$ cat src/rtl/shiftreg_pkg.sv
// Shared definitions for the serial shift-register read/write controller:
// FSM state encoding and the shift clock idle level.
package shiftreg_pkg;

  typedef enum logic [2:0] {
    IDLE     = 3'd0,
    SHIFT_LO = 3'd1,
    SHIFT_HI = 3'd2,
    LOAD     = 3'd3,
    DONE     = 3'd4
  } state_t;

  localparam logic SR_CLK_IDLE = 1'b0;

endpackage

$ cat src/rtl/sr_tick_gen.sv
// Half-period timer: reloads to DIV-1 on request, counts down to 0 and holds;
// tick is high while the count sits at 0.
module sr_tick_gen #(
  parameter int DIV = 4
) (
  input  logic clk,
  input  logic rst_n,
  input  logic reload,
  output logic tick
);

  logic [7:0] count_reg;

  always_ff @(posedge clk or negedge rst_n) begin
    if (!rst_n) begin
      count_reg <= '0;
    end else if (reload) begin
      count_reg <= 8'(DIV - 1);
    end else if (count_reg != 8'd0) begin
      count_reg <= count_reg - 8'd1;
    end
  end

  assign tick = (count_reg == 8'd0);

endmodule

$ cat src/rtl/shiftreg_rw_ctrl.sv
// Shifts a WIDTH-bit word out MSB first on sr_clk/sr_dout while capturing sr_din,
// then strobes sr_load and reports the captured word with a done pulse.
module shiftreg_rw_ctrl
  import shiftreg_pkg::*;
#(
  parameter int WIDTH = 32,
  parameter int DIV   = 4
) (
  input  logic             clk,
  input  logic             rst_n,
  input  logic             start,
  input  logic [WIDTH-1:0] data_in,
  input  logic             sr_din,
  output logic             sr_clk,
  output logic             sr_dout,
  output logic             sr_load,
  output logic             busy,
  output logic             done,
  output logic [WIDTH-1:0] data_out
);

  localparam int IW = (WIDTH > 2) ? $clog2(WIDTH) : 1;

  state_t           state_reg, state_next;
  logic [WIDTH-1:0] tx_reg, tx_next;
  logic [WIDTH-1:0] rx_reg, rx_next;
  logic [IW-1:0]    index_reg, index_next;
  logic             tick;
  logic             reload;
  logic             shifting_next;

  // Every state entry restarts the half-period timer.
  assign reload = (state_next != state_reg);

  sr_tick_gen #(.DIV(DIV)) u_tick (
    .clk    (clk),
    .rst_n  (rst_n),
    .reload (reload),
    .tick   (tick)
  );

  always_comb begin
    state_next = state_reg;
    tx_next    = tx_reg;
    rx_next    = rx_reg;
    index_next = index_reg;
    case (state_reg)
      IDLE: begin
        if (start) begin
          state_next = SHIFT_LO;
          tx_next    = data_in;
          index_next = IW'(WIDTH - 1);
        end
      end
      SHIFT_LO: begin
        if (tick) state_next = SHIFT_HI;
      end
      SHIFT_HI: begin
        if (tick) begin
          rx_next = {rx_reg[WIDTH-2:0], sr_din};
          if (index_reg != '0) begin
            index_next = index_reg - 1'b1;
            state_next = SHIFT_LO;
          end else begin
            state_next = LOAD;
          end
        end
      end
      LOAD: begin
        if (tick) state_next = DONE;
      end
      DONE:    state_next = IDLE;
      default: state_next = IDLE;
    endcase
  end

  // Outputs are registered from the next state so they line up with it.
  assign shifting_next = (state_next == SHIFT_LO) || (state_next == SHIFT_HI);

  always_ff @(posedge clk or negedge rst_n) begin
    if (!rst_n) begin
      state_reg <= IDLE;
      tx_reg    <= '0;
      rx_reg    <= '0;
      index_reg <= '0;
      sr_clk    <= SR_CLK_IDLE;
      sr_dout   <= 1'b0;
      sr_load   <= 1'b0;
      busy      <= 1'b0;
      done      <= 1'b0;
      data_out  <= '0;
    end else begin
      state_reg <= state_next;
      tx_reg    <= tx_next;
      rx_reg    <= rx_next;
      index_reg <= index_next;
      sr_clk    <= (state_next == SHIFT_HI) ? 1'b1 : SR_CLK_IDLE;
      sr_dout   <= shifting_next ? tx_next[index_next] : 1'b0;
      sr_load   <= (state_next == LOAD);
      busy      <= (state_next != IDLE);
      done      <= (state_next == DONE);
      if (state_next == DONE) data_out <= rx_next;
    end
  end

endmodule

$ cat config.mk
export PLATFORM = sky130hd
export DESIGN_NAME = shiftreg_rw_ctrl
export DESIGN_NICKNAME = d
export VERILOG_FILES = /design/src/rtl/shiftreg_pkg.sv /design/src/rtl/sr_tick_gen.sv /design/src/rtl/shiftreg_rw_ctrl.sv
export SDC_FILE = /design/constraint.sdc
export NUM_CORES = 1
export LEC_CHECK = 0
export CAP_MARGIN = 30
export CORE_MARGIN = 3
export CORE_UTILIZATION = 40
export DETAILED_ROUTE_END_ITERATION = 10
export GPL_TIMING_DRIVEN = 0
export SLEW_MARGIN = 30
export SYNTH_ARGS = -nofsm -noshare
export SYNTH_HDL_FRONTEND = slang
export SYNTH_HIERARCHICAL = 1
export SYNTH_SLANG_ARGS = --single-unit
export TNS_END_PERCENT = 30
$ cat constraint.sdc
create_clock -name clk -period 4.55 [get_ports clk]
set_input_delay 1.1375 -clock clk [delete_from_list [all_inputs] [get_ports clk]]
set_output_delay 1.1375 -clock clk [all_outputs]
set_load 0.1 [all_outputs]
==> qor.csv <==
metric,value,unit
outcome,"complete, no violations",
Worst path slowest cell,nor4b_2,
"Top FF cell, synth",dfrtp_1,
"Slew Viols, Final",0,
Routed Antenna Nets,0,
type of the tightest min-delay check,register to register,
crit end category,register,
M3 GR Usage,5.128,%
pre-CTS setup slack,683.7,ps
gr usage total,16.97,%
setup violators final,0,
Worst EP required,4840,ps
IO Pins,73,
Initial Util,41.92,%
hold slack,474.6,ps
worst vdd ir,0.0002944,V
total number of vias,3840,
GRT busiest layer,met2,
DIE AREA,0.01425,mm2
share of cells above drive strength 1,11.87,%
"EDFF count, synth",0,
final net count,657,
global-route wire length before repair,19.22,mm
clock buffer depth,2,
Synth Instances,527,
routed wire length,11.08,mm
post-cts sizing count,0,
max-cap violations,0,
Core Area,0.01226,mm2
CP most frequent cell,buf_2,
LEAKAGE,0.003228,uW
number of CTS-inserted buffers,17,
Setup Buffers After CTS,0,
fillers,1138,
CTS tree,done,
Yosys top cell by area,dfrtp_1,
final worst slack,670.3,ps
grt ovf,0,
routed length per instance,13.85,um
crit path cell chain,inv_1 > ha_1 > nor4b_2 > and2_1 > clkbuf_1 > buf_2 > nor4bb_1 > buf_2 > nand2_4 > xnor2_2 > mux2_4 > a2111oi_4 > nor4_2 > a31o_1,
Yosys reg bits,117,
yosys warns,6,
total negative setup slack,0,ps
IO Port Bufs,72,
Post-Syn Area per Cell,9.753,um2
synthesis-to-finish area growth,30.06,%
cell with the most instances after synthesis,nand2_1,
Tightest Pin Transition,1011,ps
number of global-route vias before repair,3932,
PD cells,561.4,mW/mm2
CTS Root Cell,clkbuf_16,
critical path class,register to register,
Tcrit/Tclk final,85.27,%
grt met2 use,25.89,%
clk slew on worst S/H paths,50,ps
routed vias/inst,4.800,
syn_nets,565,
gpl congestion,0.7623,
Die H,119.4,um
Core Rows,40,
diodes inserted,0,
Slew headroom,32.42,%
CTS Hold Buffers Added,0,
initial antenna violation count,0,
post-synthesis cell area,0.005140,mm2
register area share after synthesis,56.96,%
CP arrival,4170,ps
Crit Path Max Fanout,10,
Yosys cell types,65,
drt pass-1 iters,4,
Synth top area share,56.96,%
clock tree sinks,117,
async set or reset register ratio after synthesis,100.0,%
H-tree levels,4,
RSZ-0062 raised after global routing,false,
CP Launch Type,register,
Tot Pwr,3753,uW
Die X,119.4,um
"top cells by area, synth","dfrtp_1 (57%), nand2_1 (18%), mux2_2 (3.5%)",
Post-Route Utilization,54.52,%
1st-iter DRT viols,201,
post-layout min period,3880,ps
DRC Markers,0,
GR met1 Demand/Resource,22.70,%
Final Hold Fails,0,
max frequency,257.8,MHz
crit-path max cell delay,480,ps
final clock skew,10.46,ps
synth cell count leaders,"nand2_1 (248), dfrtp_1 (117), mux2_2 (16), inv_1 (13), nor2_1 (11)",
clk_lat worst skew,410,ps
largest net degree at the start of global routing,74,
final HPWL from detailed placement,7.423,mm
[where the power goes]
part | total (uW) | internal, uW | switching, uW | leakage [uW]
sequential | 1390 | 1260 | 127 | 0.00152
combinational | 1060 | 435 | 624 | 0.00143
clock | 1300 | 849 | 452 | 0.000274
total | 3750 | 2550 | 1200 | 0.00323
[placed cells by master (no fill, tap or decap), types with 2 or more instances in the layout]
cell	n
nand2_1	248
buf_2	5
nand3b_1	2
mux4_2	4
mux2_2	16
buf_4	2
inv_1	13
or3_1	4
clkdlybuf4s50_1	71
o22ai_1	2
nor2b_1	3
a211oi_1	6
buf_1	5
a21oi_1	10
nand4bb_1	2
nand2b_1	4
dfrtp_1	117
bufinv_16	2
clkbuf_16	17
clkinvlp_4	3
buf_6	3
nor4_1	2
nor3_1	3
clkbuf_8	3
mux2i_1	7
nor2_1	11
o21ai_0	4
clkbuf_1	15
o21ai_1	2
ha_1	2
[layer usage]
metal	vias to the layer above	wire [um]	share of wire, %
li1	1909	-	-
met1	1866	5395	49
met2	61	5200	47
met3	4	436	3.9
met4	0	44	0.40
met5	-	0	0
[worst paths after layout]
kind	start	end	slack (ps)	cells past startpoint
max	u_tick/count_reg[0]	sr_dout	670	14
min	data_out[25]	data_out[25]	470	2
max reg2reg	u_tick/count_reg[0]	sr_dout	670	14
min reg2reg	data_out[25]	data_out[25]	470	2
max in group asynchronous	rst_n	u_tick/count_reg[6]	3260	2
min in group asynchronous	rst_n	data_out[5]	620	1
[stage by stage]
stage                     instance area, um2  instances
after floorplan                         5140        527
after global placement                  6071        767
after detailed placement                6103        768
after CTS                               6685        800
after global routing                    6685        800
final                                   6685        800
[critical path, delay by kind of cell (launching register included)]
kind | cells | cell delay [ps]
xor+xnor | 1 | 310
buf+inv | 4 | 790
compound gates | 2 | 560
flops | 1 | 400
fa+ha+maj | 1 | 220
simple gates | 5 | 1140
mux | 1 | 350
[layout make-up]
class                   instances  area [um2]  share of cell area (%)
flip-flops and latches        117        2928                   43.80
inverters                      15       58.81                  0.8797
multi-input cells             369        2003                   29.96
repair buffers                 73       753.2                   11.27
clock buffers                  25       485.5                   7.262
plain buffers                  26       150.1                   2.246
clock inverters                 7       96.34                   1.441
well taps                     168       210.2                   3.144
[cells by family (layout without fill, tap and decap cells)]
group                      Yosys count  after routing  synth area share (%)
AOI/OAI and AO/OA                   43             43                 6.573
xor gates and xnor gates             1              1                0.3165
adders and majority gates            2              2                0.4868
buffers and inverters               41            146                 4.065
DFF                                117            117                 56.96
muxes                               28             28                 6.913
and+or+nand+nor                    295            295                 24.68
(Power assumes the default switching activity.)
